[src/rtl/stream_in_tx_pkg.sv]
// Shared defaults and FSM state encoding for the stream-in transmitter
// (stream_in_tx) and its FIFO.
package stream_in_tx_pkg;

  localparam int DATA_W_DEF  = 32;
  localparam int DEPTH_DEF   = 16;
  localparam int LEN_W_DEF   = 16;
  localparam int TIMEOUT_DEF = 1024;

  typedef logic [1:0] state_t;

  localparam state_t ST_IDLE = 2'd0;
  localparam state_t ST_REQ  = 2'd1;
  localparam state_t ST_HOLD = 2'd2;
  localparam state_t ST_SEND = 2'd3;

endpackage

[src/rtl/stream_in_fifo.sv]
// Synchronous FIFO for stream_in_tx: async-reset pointers and occupancy,
// registered full/empty flags, combinational read of the head word.
module stream_in_fifo
  import stream_in_tx_pkg::*;
#(
  parameter int DATA_W = DATA_W_DEF,
  parameter int DEPTH  = DEPTH_DEF
) (
  input  logic              clk,
  input  logic              rst,
  input  logic              wr_en,
  input  logic [DATA_W-1:0] wr_data,
  input  logic              rd_en,
  output logic [DATA_W-1:0] rd_data,
  output logic              full,
  output logic              empty
);

  localparam int AW = $clog2(DEPTH);

  if (DEPTH < 2 || (DEPTH & (DEPTH - 1)) != 0) begin : g_bad_depth
    $error("stream_in_fifo: DEPTH must be a power of two and at least 2");
  end

  logic [DATA_W-1:0] mem [DEPTH];
  logic [AW-1:0]     wr_ptr;
  logic [AW-1:0]     rd_ptr;
  logic [AW:0]       count;
  logic [AW:0]       count_next;
  logic              push;
  logic              pop;

  // A full FIFO refuses the write, so only the pop takes effect that cycle.
  assign push    = wr_en && !full;
  assign pop     = rd_en && !empty;
  assign rd_data = mem[rd_ptr];

  always_comb begin
    count_next = count;
    if (push && !pop) begin
      count_next = count + (AW + 1)'(1);
    end else if (pop && !push) begin
      count_next = count - (AW + 1)'(1);
    end
  end

  always_ff @(posedge clk or posedge rst) begin
    if (rst) begin
      wr_ptr <= '0;
      rd_ptr <= '0;
      count  <= '0;
      full   <= 1'b0;
      empty  <= 1'b1;
    end else begin
      if (push) begin
        wr_ptr <= wr_ptr + AW'(1);
      end
      if (pop) begin
        rd_ptr <= rd_ptr + AW'(1);
      end
      count <= count_next;
      full  <= (count_next == (AW + 1)'(DEPTH));
      empty <= (count_next == '0);
    end
  end

  always_ff @(posedge clk) begin
    if (push) begin
      mem[wr_ptr] <= wr_data;
    end
  end

endmodule

[src/rtl/stream_in_tx.sv]
// Stream-in transmitter: buffers upstream words, runs the start/ready
// handshake, then streams burst_len words. Optional watchdog: STREAM_IN_TIMEOUT_EN.
module stream_in_tx
  import stream_in_tx_pkg::*;
#(
  parameter int DATA_W  = DATA_W_DEF,
  parameter int DEPTH   = DEPTH_DEF,
  parameter int LEN_W   = LEN_W_DEF,
  parameter int TIMEOUT = TIMEOUT_DEF
) (
  input  logic              clk,
  input  logic              rst,
  input  logic [DATA_W-1:0] s_tdata,
  input  logic              s_tvalid,
  output logic              s_tready,
  input  logic              go,
  input  logic [LEN_W-1:0]  burst_len,
  output logic              start_stream_in,
  input  logic              ready_stream_in,
  output logic [DATA_W-1:0] m_data,
  output logic              m_valid,
  output logic              busy,
  output logic              burst_done,
  output logic              timeout_err
);

  if (TIMEOUT < 1) begin : g_bad_timeout
    $error("stream_in_tx: TIMEOUT must be at least 1");
  end

  state_t            state;
  state_t            state_next;
  logic [LEN_W-1:0]  remaining;
  logic [DATA_W-1:0] fifo_rd_data;
  logic              fifo_full;
  logic              fifo_empty;
  logic              pop;
  logic              last_pop;
  logic              timeout_hit;
  logic              done_pend;

  assign s_tready = !fifo_full;

  stream_in_fifo #(
    .DATA_W (DATA_W),
    .DEPTH  (DEPTH)
  ) u_fifo (
    .clk     (clk),
    .rst     (rst),
    .wr_en   (s_tvalid),
    .wr_data (s_tdata),
    .rd_en   (pop),
    .rd_data (fifo_rd_data),
    .full    (fifo_full),
    .empty   (fifo_empty)
  );

  // Words are already popped during HOLD so the registered m_valid shows the
  // first word two cycles after ready is sampled.
  assign pop      = (state == ST_HOLD || state == ST_SEND) && !fifo_empty;
  assign last_pop = pop && (remaining == LEN_W'(1));

`ifdef STREAM_IN_TIMEOUT_EN
  localparam int TO_W = $clog2(TIMEOUT) + 1;

  logic [TO_W-1:0] wait_cnt;
  logic            err_q;

  assign timeout_hit = (state == ST_REQ) && !ready_stream_in &&
                       (wait_cnt == TO_W'(TIMEOUT - 1));
  assign timeout_err = err_q;

  always_ff @(posedge clk or posedge rst) begin
    if (rst) begin
      wait_cnt <= '0;
      err_q    <= 1'b0;
    end else begin
      if (state == ST_REQ && !ready_stream_in) begin
        wait_cnt <= wait_cnt + TO_W'(1);
      end else begin
        wait_cnt <= '0;
      end
      if (timeout_hit) begin
        err_q <= 1'b1;
      end
    end
  end
`else
  assign timeout_hit = 1'b0;
  assign timeout_err = 1'b0;
`endif

  always_comb begin
    state_next = state;
    case (state)
      ST_IDLE: begin
        if (go && burst_len != '0 && !ready_stream_in) begin
          state_next = ST_REQ;
        end
      end
      ST_REQ: begin
        if (ready_stream_in) begin
          state_next = ST_HOLD;
        end else if (timeout_hit) begin
          state_next = ST_IDLE;
        end
      end
      ST_HOLD: begin
        state_next = last_pop ? ST_IDLE : ST_SEND;
      end
      ST_SEND: begin
        if (last_pop) begin
          state_next = ST_IDLE;
        end
      end
      default: state_next = ST_IDLE;
    endcase
  end

  always_ff @(posedge clk or posedge rst) begin
    if (rst) begin
      state           <= ST_IDLE;
      remaining       <= '0;
      start_stream_in <= 1'b0;
      m_valid         <= 1'b0;
      m_data          <= '0;
      busy            <= 1'b0;
      done_pend       <= 1'b0;
      burst_done      <= 1'b0;
    end else begin
      state           <= state_next;
      busy            <= (state_next != ST_IDLE);
      start_stream_in <= (state_next == ST_REQ);
      m_valid         <= pop;
      if (pop) begin
        m_data <= fifo_rd_data;
      end
      // burst_done trails the final word's m_valid by one cycle.
      done_pend  <= last_pop;
      burst_done <= done_pend;
      if (state == ST_IDLE && state_next == ST_REQ) begin
        remaining <= burst_len;
      end else if (pop) begin
        remaining <= remaining - LEN_W'(1);
      end
    end
  end

endmodule

[config.mk]
export PLATFORM = sky130hd
export DESIGN_NAME = stream_in_tx
export DESIGN_NICKNAME = d
export VERILOG_FILES = /design/src/rtl/stream_in_tx_pkg.sv /design/src/rtl/stream_in_fifo.sv /design/src/rtl/stream_in_tx.sv
export SDC_FILE = /design/constraint.sdc
export NUM_CORES = 1
export LEC_CHECK = 0
export ABC_AREA = 1
export BUFFER_PORTS_ARGS = -buffer_cell sky130_fd_sc_hd__buf_4
export CAP_MARGIN = 20
export CORE_MARGIN = 4
export CORE_UTILIZATION = 45
export DETAILED_ROUTE_END_ITERATION = 8
export GPL_TIMING_DRIVEN = 0
export PLACE_DENSITY = 0.7
export SETUP_SLACK_MARGIN = 0.05
export SYNTH_ARGS = -nofsm -noshare
export SYNTH_HDL_FRONTEND = slang
export SYNTH_SLANG_ARGS = --single-unit
export TNS_END_PERCENT = 100
[constraint.sdc]
create_clock -name clk -period 3.3 [get_ports clk]
set_input_delay 0.495 -clock clk [delete_from_list [all_inputs] [get_ports clk]]
set_output_delay 0.495 -clock clk [all_outputs]
set_load 0.02 [all_outputs]
# ---- Word-level counts from Yosys, hierarchy flattened
# Memory sizes are Yosys's and may differ from the RTL's. A register that Yosys moved wholly into a read port is not among the register bits.
# Index checks and enable logic that the tools add are counted.
dict set report word_totals {
  ff_bits 38
  latch_bits 0
  mem_bits_rw 512
  rom_bits 0
  input_bits 53
  out_inout_bits 38
  word_cells 55
  mem_count 1
}
# memory depth width rd rd_clocked_by_memory_dff wr line
set memory_table {}
lappend memory_table {u_fifo.mem 16 32 1 1 1 stream_in_fifo.sv:25} ;# logic [DATA_W-1:0] mem [DEPTH];
dict set report op_classes {
  add_sub_neg 5
  mul 0
  div_mod_pow 0
  order_cmp 0
  eq_ne 6
  n_shift 0
  muxes 11
  bitwise 0
  reduce_logical 20
}
# operator n
set ops {}
lappend ops {{16-bit two-way mux} 2}
lappend ops {{16-bit by 1-bit == test with 1-bit output (second input constant)} 1}
lappend ops {{16-bit nonzero test} 1}
lappend ops {{16-bit by 1-bit subtractor with 16-bit output (second input constant)} 1}
lappend ops {{5-bit two-way mux} 2}
lappend ops {{1-bit logical AND} 9}
lappend ops {{4-bit by 1-bit adder with 4-bit output (second input constant)} 2}
lappend ops {{2-bit two-way mux} 4}
lappend ops {{2-bit case mux with 4 select lines} 1}
lappend ops {{5-bit by 1-bit adder with 5-bit output (second input constant)} 1}
lappend ops {{5-bit == test (second input constant)} 1}
lappend ops {{1-bit logical NOT} 5}
lappend ops {{5-bit logical NOT} 1}
lappend ops {{5-bit by 1-bit subtractor with 5-bit output (second input constant)} 1}
lappend ops {{2-bit by 1-bit == test with 1-bit output (second input constant)} 2}
lappend ops {{2-bit == test (second input constant)} 2}
lappend ops {{2-bit nonzero test} 2}
lappend ops {{2-bit logical NOT} 1}
lappend ops {{1-bit two-way mux} 2}
lappend ops {{1-bit logical OR} 1}

# ---- Longest topological paths before layout
# Gate-level depths: netlist (run 1).
dict set report logic_depth {
  word_depth 9
  ltp_mapped 12
  ltp_nobuf 9
}

# ---- Modules after synthesis
# A second synthesis (run 1) with hierarchy kept.
dict set report unflattened {
  hier_cells 2089
  hier_area_um2 24138.2
}
# mod instances cells_each area_each_um2 seq_area_each_um2
set by_module_without_submodules {}
lappend by_module_without_submodules {stream_in_fifo 1 1739 21456.8 15751.4}
lappend by_module_without_submodules {stream_in_tx 1 350 2681.3 1376.3}

# ---- Least setup slack after synthesis (run 1)
# OpenSTA, ideal clock, no wires.
dict set report synth_timing {
  path_kind {input to register}
  start {input s_tvalid}
  end {memory u_fifo.mem[11][0] (netlist name), enable pin}
  setup_time_ns 0.421
  arrival_time_ns 2.358
  required_ns 2.879
  setup_slack_ns 0.521
  stages 5
  n_path_buf 1
  path_cell_list {inv_1 > nor2_2 > buf_2 > nand2_1 > nor2_1}
}
dict set report synth_between {
  elab_chain_len 3
}
# element line
set synth_lines {}
lappend synth_lines {{start, declared} stream_in_tx.sv:14} ;# input logic s_tvalid,
lappend synth_lines {{1-bit logical AND} stream_in_fifo.sv:34} ;# assign push = wr_en && !full;
lappend synth_lines {{1-bit two-way mux} stream_in_fifo.sv:68} ;# if (push) begin
lappend synth_lines {{1-bit two-way mux (not written as such)} stream_in_fifo.sv:69} ;# mem[wr_ptr] <= wr_data;
lappend synth_lines {{end, declared} stream_in_fifo.sv:25}
# Every way passes these cells.

# ---- Worst setup path after layout (run 1)
dict set report layout_timing {
  start {register u_fifo.full}
  end {memory u_fifo.mem[15][9] (netlist name), enable pin}
}
dict set report layout_between {
  elab_chain_len 4
}
# element line
set layout_lines {}
lappend layout_lines {{start, declared} stream_in_fifo.sv:15} ;# output logic full,
lappend layout_lines {{start signal, assigned} stream_in_fifo.sv:62} ;# full <= (count_next == (AW + 1)'(DEPTH));
lappend layout_lines {{1-bit logical NOT} stream_in_fifo.sv:34}
lappend layout_lines {{1-bit logical AND} stream_in_fifo.sv:34}
lappend layout_lines {{1-bit two-way mux} stream_in_fifo.sv:68}
lappend layout_lines {{1-bit two-way mux (not written as such)} stream_in_fifo.sv:69}
# Every way passes these cells.

==> results of run 1 <==
==> registers in the layout, summed over array words and instances (netlist names), 2 cells and up <==
name           count
u_fifo.count       5
m_data            32
u_fifo.rd_ptr      4
remaining         16
u_fifo.wr_ptr      4
state              2
u_fifo.mem       512
==> worst min path at each step <==
stage / start / end / slack (ns) / cells past startpoint
global placement: done_pend$_DFF_PP0_ / burst_done$_DFF_PP0_ / 0.33 / 0
floorplan: done_pend$_DFF_PP0_ / burst_done$_DFF_PP0_ / 0.33 / 0
finish: ready_stream_in / start_stream_in$_DFF_PP0_ / 0.1 / 2
CTS: ready_stream_in / start_stream_in$_DFF_PP0_ / 0.07 / 2
global route: ready_stream_in / start_stream_in$_DFF_PP0_ / 0.08 / 2
detailed placement: done_pend$_DFF_PP0_ / burst_done$_DFF_PP0_ / 0.34 / 0
==> synthesized netlist by cell type, drive strengths merged, types with 4 or more instances <==
library cell  instances
nor3                  4
nor2                 59
clkbuf               27
a21boi               16
nand2               787
dfrtp                69
xor2                  6
buf                  91
inv                  37
a21oi                35
ha                    9
edfxtp              512
o21ai                 8
nand3               392
o211ai               16
nand4                10
==> worst max-delay path, stage by stage (launching register included) <==
cell and delay, ns:
dfrtp_1 0.38, nor2_2 0.18, buf_2 0.23, nand2_1 0.31, nor2_4 0.64, buf_12 0.27
==> final cells by class <==
cell class | count | area (um2)
fillers | 4246 | 24300
flip-flops and latches | 582 | 17100
multi-input cells | 1346 | 6030
clock buffers | 77 | 1530
repair buffers | 107 | 1030
well taps | 680 | 851
plain buffers | 118 | 564
clock inverters | 29 | 285
inverters | 38 | 145
diodes | 2 | 5.00
==> power groups by stage <==
stage	Clock, mW	Sequential (mW)	Combinational (mW)
after floorplan	0	9.79	5.32
after global placement	0	9.63	8.73
after detailed placement	0	9.60	9.27
after CTS	6.41	9.46	9.35
after global routing	6.71	9.53	10.3
final	6.38	9.47	9.51
==> metrics by stage <==
step	power, mW	std cells	TNS [ns]	instance area, um2
after floorplan	15.1	2084	0	23700
after global placement	18.4	2853	-564.74	25300
after detailed placement	18.9	2870	0	25700
after CTS	25.2	2977	0	27600
after global routing	26.5	2979	0	27600
final	25.4	2979	0	27600
==> repair_timing <==
item / CTS / global route
hold endpoints to repair: 21 / 0
hold buffers: 1 / 0
setup endpoints to repair: 0 / 0
==> layer usage <==
layer	wire, um	GRT usage, %	vias to the layer above
li1	-	-	7554
met1	25400	30.9	8175
met2	30600	35.5	1065
met3	8320	6.25	194
met4	2780	10.3	0
met5	0	0	-
==> cells by family (layout without fill, tap and decap cells) <==
| family | after synthesis | after routing | synth area share [%] |
|---|---|---|---|
| flip-flops | 582 | 582 | 72.1 |
| XOR/XNOR | 6 | 6 | 0.221 |
| AO/OA/AOI/OAI | 75 | 75 | 1.92 |
| buffers and inverters | 156 | 369 | 2.98 |
| AND/OR/NAND/NOR | 1255 | 1255 | 22.3 |
| adder cells (fa/ha/maj) | 9 | 9 | 0.474 |
| other | 1 | 3 | 0.0158 |
==> flow_metrics.tcl, run 1 <==
set metrics [dict create \
    status "completed" \
    drive_above_1_share_pct 13.2 \
    synth_edf_count 512 \
    grt_pass1_wl_um 98900 \
    reg2reg_depth 5 \
    via_per_inst 5.70 \
    cts.sinks 582 \
    layout_common_cells "783 x nand2_1, 512 x edfxtp_1, 392 x nand3_1" \
    drt-initial-drc-count 1915 \
    postSynthAreaPerCell_um2 11.4 \
    p_sw_mw 10.1 \
    crit_end "u_fifo.mem[15][9]$_DFFE_PP_" \
    pwr-share-clk_pct 25.2 \
    place_ws_ns 0.731 \
    area_growth_pct 16.1 \
    clock.fmax_ghz 0.429 \
    p_per_area_nw_per_um2 920 \
    reg2reg_from "u_fifo.full$_DFF_PP0_" \
    synth.cell_area_um2 23700 \
    hp-class "in2reg" \
    die_area_um2 56500 \
    setup_viol 0 \
    sw_frac_of_total_pct 39.7 \
    hold_viol 0 \
    peakVddDrop_uv 545 \
    antenna_found_initial 2 \
    tightest_slew_ns 0.862 \
    synth_cells 2084 \
    p_leak_nw 10.5 \
    ys_ff_latch 582 \
    antenna_left 0 \
    fin_ws_ns 0.970 \
    first_pass_iters 5 \
    sequentialPowerShare_pct 37.3 \
    drc 0 \
    ys.flop_type "edfxtp_1" \
    crit_path_start "u_fifo.full$_DFF_PP0_" \
    ys_seq_area_share_pct 72.1 \
    insertion_delay_ns 0.63 \
    layout_commonest_cell "nand2_1" \
    power.internal_mw 15.3 \
    r2r-end "u_fifo.mem[15][9]$_DFFE_PP_" \
    arrival_ns 2.64 \
    hpwl_um 43400 \
    fin_skew_ns 0.0246 \
    slew_headroom_pct 42.5 \
    nets 2311 \
    core_um2 51800 \
    min_period_ns 2.33 \
    clk_path_buf_depth 3 \
    routedWlPerCell_um 22.5 \
    drv_cap 0 \
    cts-root-buf "clkbuf_16" \
    chipHeight_um 238 \
    final_core_util_pct 53.2 \
    synthTopCellsByArea "edfxtp_1 65%, nand2_1 12%, nand3_1 8.3%, dfrtp_1 7.3%, buf_2 1.6%" \
    initial_core_util_pct 45.8 \
    grt_start_max_net_pins 49 \
    ctsResizeCount 0 \
    rows 83 \
    comb_power_share_pct 37.5 \
    cts_made_buffers 56 \
    place_congestion 0.859 \
    cts_tree "built" \
    clkSlewWorstSetupHoldPaths_ns 0.06 \
    cts_max_level 2 \
    end_kind "register" \
    start_kind "register" \
    ff2ff_setup_slack_ns 0.97 \
    yosysTopAreaCell "edfxtp_1" \
    period_share_pct 70.6 \
    ys_types 29 \
    cp.required_ns 3.61 \
    grt.total_usage_pct 23.1 \
    rsz0062_at_grt "false" \
    vias 17000 \
    synth_fp_nets 2146 \
    drv_slew 0 \
    whs_ns 0.0966 \
    drt_wl_total_um 67100 \
    grt_pass1_vias 16400 \
    synth.top_cell.area_share_pct 64.7 \
    overflow 0 \
    synth_warnings 0 \
    worst-setup-path-type "reg2reg" \
    cp_max_fo 18 \
    io_pins 91 \
    async_flop_share_pct 12.0 \
    fp.dieW_um 238 \
    cts_setup_buffers 0 \
    io_buffer_count 89 \
]
(Power assumes the default switching activity.)
==> inputs of run 2 (changes only) <==
--- a/config.mk
+++ b/config.mk
@@ -12,7 +12,7 @@
 export CORE_UTILIZATION = 45
 export DETAILED_ROUTE_END_ITERATION = 8
 export GPL_TIMING_DRIVEN = 0
-export PLACE_DENSITY = 0.7
+export PLACE_DENSITY = 0.72
 export SETUP_SLACK_MARGIN = 0.05
 export SYNTH_ARGS = -nofsm -noshare
 export SYNTH_HDL_FRONTEND = slang
==> constraint.sdc (replaced) <==
create_clock -name clk -period 1.9 [get_ports clk]
set_input_delay 0.285 -clock clk [delete_from_list [all_inputs] [get_ports clk]]
set_output_delay 0.285 -clock clk [all_outputs]
set_load 0.02 [all_outputs]
==> run 2 against run 1 <==
Net effect:
- maximum frequency is 24% higher
- sequential share of layout area is 2.6 points lower
- power is 80% higher
- die area stayed put
- clock skew is 0.0043 ns lower
- combinational power is 86% higher
- wire length is 3.0% higher
- critical path depth is 3 higher
- sequential power is 73% higher
- core utilization is 2.4 points higher
- register-to-register slack worse by 0.94 ns
- largest cell class unchanged
- largest power group unchanged
==> flow_metrics.tcl, run 2 (synthesis results as in run 1) <==
set metrics [dict create \
    status "completed" \
    end_kind "register" \
    top_regs "u_fifo.mem (512), m_data (32), remaining (16)" \
    grt_pass1_wl_um 102000 \
    drv_slew 0 \
    n_fill_cell 4018 \
    cts_tree "built" \
    min_period_ns 1.87 \
    area_growth_pct 21.2 \
    hp-class "in2reg" \
    antenna_found_initial 0 \
    hpwl_um 43400 \
    cp.required_ns 2.44 \
    drv_cap 0 \
    placed_area_um2 25800 \
    setup_tns_ns 0 \
    holdPathStages 3 \
    cts_made_buffers 56 \
    dp_cells 2871 \
    io_pins 91 \
    reg2reg_depth 8 \
    setup_viol 0 \
    slew_headroom_pct 42.1 \
    antenna_left 0 \
    cts_max_level 2 \
    grt_pass1_vias 17200 \
    io_buffer_count 89 \
    p_total_mw 45.7 \
    layout_commonest_cell "nand2_1" \
    initial_core_util_pct 45.8 \
    peakVddDrop_uv 755 \
    fp.dieW_um 238 \
    nets 2381 \
    layout_common_cells "778 x nand2_1, 512 x edfxtp_1, 390 x nand3_1" \
    die_area_um2 56500 \
    cts.sinks 582 \
    chipHeight_um 238 \
    place_congestion 0.875 \
    rsz0062_at_grt "false" \
    p_per_area_nw_per_um2 1590 \
    period_share_pct 98.5 \
    grt.total_usage_pct 23.7 \
    fin_skew_ns 0.0203 \
    instances_no_fill 3045 \
    clk_path_buf_depth 3 \
    fin_area_um2 28800 \
    start_kind "register" \
    vias 17400 \
    worst-setup-path-type "reg2reg" \
    tightest_slew_ns 0.869 \
    top_register "u_fifo.mem" \
    drive_above_1_share_pct 15.2 \
    drc 0 \
    overflow 0 \
    largest_register_ffs 512 \
    drt-initial-drc-count 2252 \
    insertion_delay_ns 0.62 \
    routedWlPerCell_um 22.7 \
    core_um2 51800 \
    antenna_cells 0 \
    via_per_inst 5.72 \
    rows 83 \
    arrival_ns 2.42 \
    cts-root-buf "clkbuf_16" \
    grt_start_max_net_pins 36 \
    first_pass_iters 6 \
    hold_viol 0 \
    clock.fmax_ghz 0.534 \
    clkSlewWorstSetupHoldPaths_ns 0.06 \
    drt_wl_total_um 69100 \
    p_leak_nw 11.1 \
    cp_max_fo 10 \
]
## run 2: cell types whose count changed in the layout (fill, tap and decap cells not counted), sizes merged
cell         delta
clkinv          -4
buf            +11
diode           -2
inv             -2
dlygate4sd3    +50
clkbuf         +10
bufinv          +3
## run 2: path summary, 6_finish.rpt
check                                             start                           end  slack [ns]
min in group asynchronous                           rst         m_data[9]$_DFFE_PP0P_        0.16
max in group asynchronous                           rst        u_fifo.empty$_DFF_PP1_        0.96
hold / removal                                 s_tvalid  u_fifo.wr_ptr[0]$_DFFE_PP0P_        0.04
setup reg to reg           u_fifo.rd_ptr[2]$_DFFE_PP0P_        m_data[15]$_DFFE_PP0P_        0.03
hold reg to reg                     done_pend$_DFF_PP0_          burst_done$_DFF_PP0_        0.35
setup / recovery           u_fifo.rd_ptr[2]$_DFFE_PP0P_        m_data[15]$_DFFE_PP0P_        0.03
## run 2: final cells by class
| cell class | instances | area (um2) | share of cell area, % |
|---|---|---|---|
| Buffer | 118 | 886 | 3.08 |
| Clock buffer | 78 | 1560 | 5.43 |
| Clock inverter | 26 | 325 | 1.13 |
| Inverter | 38 | 154 | 0.535 |
| Multi-Input combinational cell | 1346 | 6060 | 21.1 |
| Sequential cell | 582 | 17100 | 59.5 |
| Tap cell | 680 | 851 | 2.96 |
| Timing Repair Buffer | 177 | 1810 | 6.30 |
## run 2: routing by layer
layer / share of wire (%) / vias to the layer above / track usage (%)
li1: - / 7684 / -
met1: 37 / 8347 / 31.7
met2: 47 / 1218 / 38.1
met3: 12 / 181 / 5.15
met4: 3.6 / 0 / 9.57
met5: 0 / - / 0
## run 2: per-stage QoR
stage               worst slack (ns)  utilization [%]  hold slack [ns]
floorplan                     -0.270                -            0.331
finish                        0.0276             55.5           0.0447
detailed placement            -0.457             49.8            0.235
global route                  0.0265             55.5           0.0901
CTS                          -0.0403             55.1           0.0285
global placement               -1.34             48.9            0.334
## run 2: what timing repair did
action | CTS | global route
hold endpoints to repair | 512 | 0
hold buffers | 51 | 0
pin swaps | 16 | 2
buffers inserted | 18 | 1
resized for setup | 58 | 105
setup endpoints to repair | 545 | 547
## run 2: power by group
| group | internal (mW) | total [mW] | switching, mW |
|---|---|---|---|
| Sequential | 15.7 | 16.4 | 0.695 |
| Combinational | 5.55 | 17.7 | 12.2 |
| Clock | 6.70 | 11.5 | 4.79 |
## run 2: critical path: stages (launching register included)
cell	delay [ns]
dfrtp_1	0.32
buf_4	0.17
buf_1	0.66
nand3_1	0.17
nand2_1	0.10
nand2_1	0.05
nand2_1	0.09
nand2_1	0.12
nand2_1	0.12
==> inputs of run 3 (changes only) <==
--- a/config.mk
+++ b/config.mk
@@ -11,7 +11,6 @@
 export CORE_MARGIN = 4
 export CORE_UTILIZATION = 45
 export DETAILED_ROUTE_END_ITERATION = 8
-export GPL_TIMING_DRIVEN = 0
 export PLACE_DENSITY = 0.72
 export SETUP_SLACK_MARGIN = 0.05
 export SYNTH_ARGS = -nofsm -noshare
==> run 3 against run 2 <==
Net effect:
- die area unchanged
- setup slack better by 0.10 ns
- first-iteration DRC count shrank 16%
- sequential power about the same
- highest routed layer unchanged
==> flow_metrics.tcl, run 3 (synthesis results as in run 1) <==
set metrics [dict create \
    top_register "u_fifo.mem" \
    crit_path_top_delay_cell "dfrtp_4" \
    drc 0 \
    r2r-end "m_data[1]$_DFFE_PP0P_" \
    cp.required_ns 2.45 \
    drv_slew 0 \
    p_per_area_nw_per_um2 1540 \
    cts_made_buffers 58 \
    drv_cap 0 \
    reg2reg_from "u_fifo.rd_ptr[0]$_DFFE_PP0P_" \
    tightest_slew_ns 0.598 \
    cts_setup_buffers 0 \
    peakVddDrop_uv 961 \
    hold_viol 0 \
    period_share_pct 93.2 \
    top_regs "u_fifo.mem (512), m_data (32), remaining (16)" \
    whs_ns 0.132 \
    cts_tree "built" \
    drt_wl_total_um 59600 \
    cts_max_level 2 \
    crit_top_cell "nand2_1" \
    hpwl_um 33500 \
    layout_commonest_cell "nand2_1" \
    rows 83 \
    insertion_delay_ns 0.62 \
    crit_end "m_data[1]$_DFFE_PP0P_" \
    status "completed" \
    core_um2 51800 \
    clock.fmax_ghz 0.564 \
    setup_viol 0 \
    n_fill_cell 4104 \
    path_cells "buf_12 > nand2_1 > a21boi_0 > o211ai_1 > nand3_1 > nand2_1" \
    crit_path_max_incr_delay_ns 0.53 \
    cp_max_fo 92 \
    p_leak_nw 10.8 \
    dp_cells 2808 \
    grt_pass1_vias 16300 \
    grt.total_usage_pct 20.8 \
    overflow 0 \
    initial_core_util_pct 45.8 \
    vias 16300 \
    drive_above_1_share_pct 12.7 \
    via_per_inst 5.50 \
    min_period_ns 1.77 \
    worst-setup-path-type "reg2reg" \
    slew_headroom_pct 60.0 \
    antenna_left 0 \
    place_ws_ns 0.0485 \
    grt_start_max_net_pins 93 \
    clk_path_buf_depth 3 \
    instances_no_fill 2971 \
    end_kind "register" \
    cts.sinks 582 \
    chipHeight_um 238 \
    fin_ws_ns 0.128 \
    reg2reg_depth 6 \
    rsz0062_at_grt "false" \
    ff2ff_setup_slack_ns 0.13 \
    hp-class "in2reg" \
    fp.dieW_um 238 \
    clkSlewWorstSetupHoldPaths_ns 0.06 \
    io_pins 91 \
    final_core_util_pct 54.8 \
    cts-root-buf "clkbuf_16" \
    io_buffer_count 89 \
    routedWlPerCell_um 20.1 \
    first_pass_iters 5 \
    crit_path_start "u_fifo.rd_ptr[0]$_DFFE_PP0P_" \
    die_area_um2 56500 \
    start_kind "register" \
    largest_register_ffs 512 \
    layout_common_cells "783 x nand2_1, 512 x edfxtp_1, 392 x nand3_1" \
    antenna_found_initial 0 \
    grt_pass1_wl_um 92300 \
    arrival_ns 2.33 \
    area_growth_pct 19.6 \
    drt-initial-drc-count 1900 \
    fin_skew_ns 0.0175 \
    place_congestion 0.847 \
    nets 2302 \
]
[run 3: cell types whose count changed in the layout (fill, tap and decap cells not counted), sizes merged]
cell	before	now
buf	208	162
diode	0	1
clkbuf	114	78
clkinvlp	3	7
bufinv	7	6
clkinv	15	21
inv	39	37
[run 3: how the worst min path moves through the flow]
stage,startpoint,cells after the start,end,slack (ns)
after floorplan,done_pend$_DFF_PP0_,0,burst_done$_DFF_PP0_,0.33
after global placement,done_pend$_DFF_PP0_,0,burst_done$_DFF_PP0_,0.34
after detailed placement,done_pend$_DFF_PP0_,0,burst_done$_DFF_PP0_,0.36
after CTS,s_tvalid,3,u_fifo.wr_ptr[0]$_DFFE_PP0P_,0.10
after global routing,s_tvalid,3,u_fifo.wr_ptr[0]$_DFFE_PP0P_,0.12
final,s_tvalid,3,u_fifo.wr_ptr[0]$_DFFE_PP0P_,0.13
[run 3: through the flow]
stage	setup TNS, ns	cell area (um2)	power (mW)
global route	0	28400	46.2
detailed placement	0	25900	31.9
global placement	0	25900	31.5
floorplan	-111.77	23800	26.3
finish	0	28400	43.6
CTS	0	28300	43.7
[run 3: repair_timing]
| item | in CTS | in global routing |
|---|---|---|
| endpoints found under the hold margin | 534 | 0 |
| endpoints found under the setup margin | 25 | 345 |
| resized for setup | 0 | 7 |
| hold buffers | 51 | 0 |
| cloned | 0 | 1 |
[run 3: metal layers]
metal / vias to the layer above / global-route usage (%) / routed length, um
li1: 7523 / - / -
met3: 113 / 4.13 / 5140
met2: 736 / 34.4 / 28900
met4: 0 / 6.33 / 1670
met1: 7968 / 28.2 / 23900
met5: - / 0 / 0
[run 3: critical path: cells and delay by family, from the launching register on]
kind / cells / cell delay, ns
AND/OR/NAND/NOR: 3 / 0.33
flip-flops: 1 / 0.53
buffers and inverters: 1 / 0.35
AO/OA/AOI/OAI: 2 / 0.42
[run 3: cell type report]
type	count	area [um2]	share of cell area, %
multi-input cells	1346	6050	21.3
clock inverters	33	365	1.29
diodes	1	2.50	0.00881
flip-flops and latches	582	17100	60.3
well taps	680	851	3.00
inverters	38	160	0.564
clock buffers	77	1610	5.65
repair buffers	214	2230	7.84
[run 3: power breakdown]
group          internal, mW  switching [mW]
clock network          6.80            4.91
registers              15.8           0.844
logic                  4.98            10.3
total                  27.5            16.1
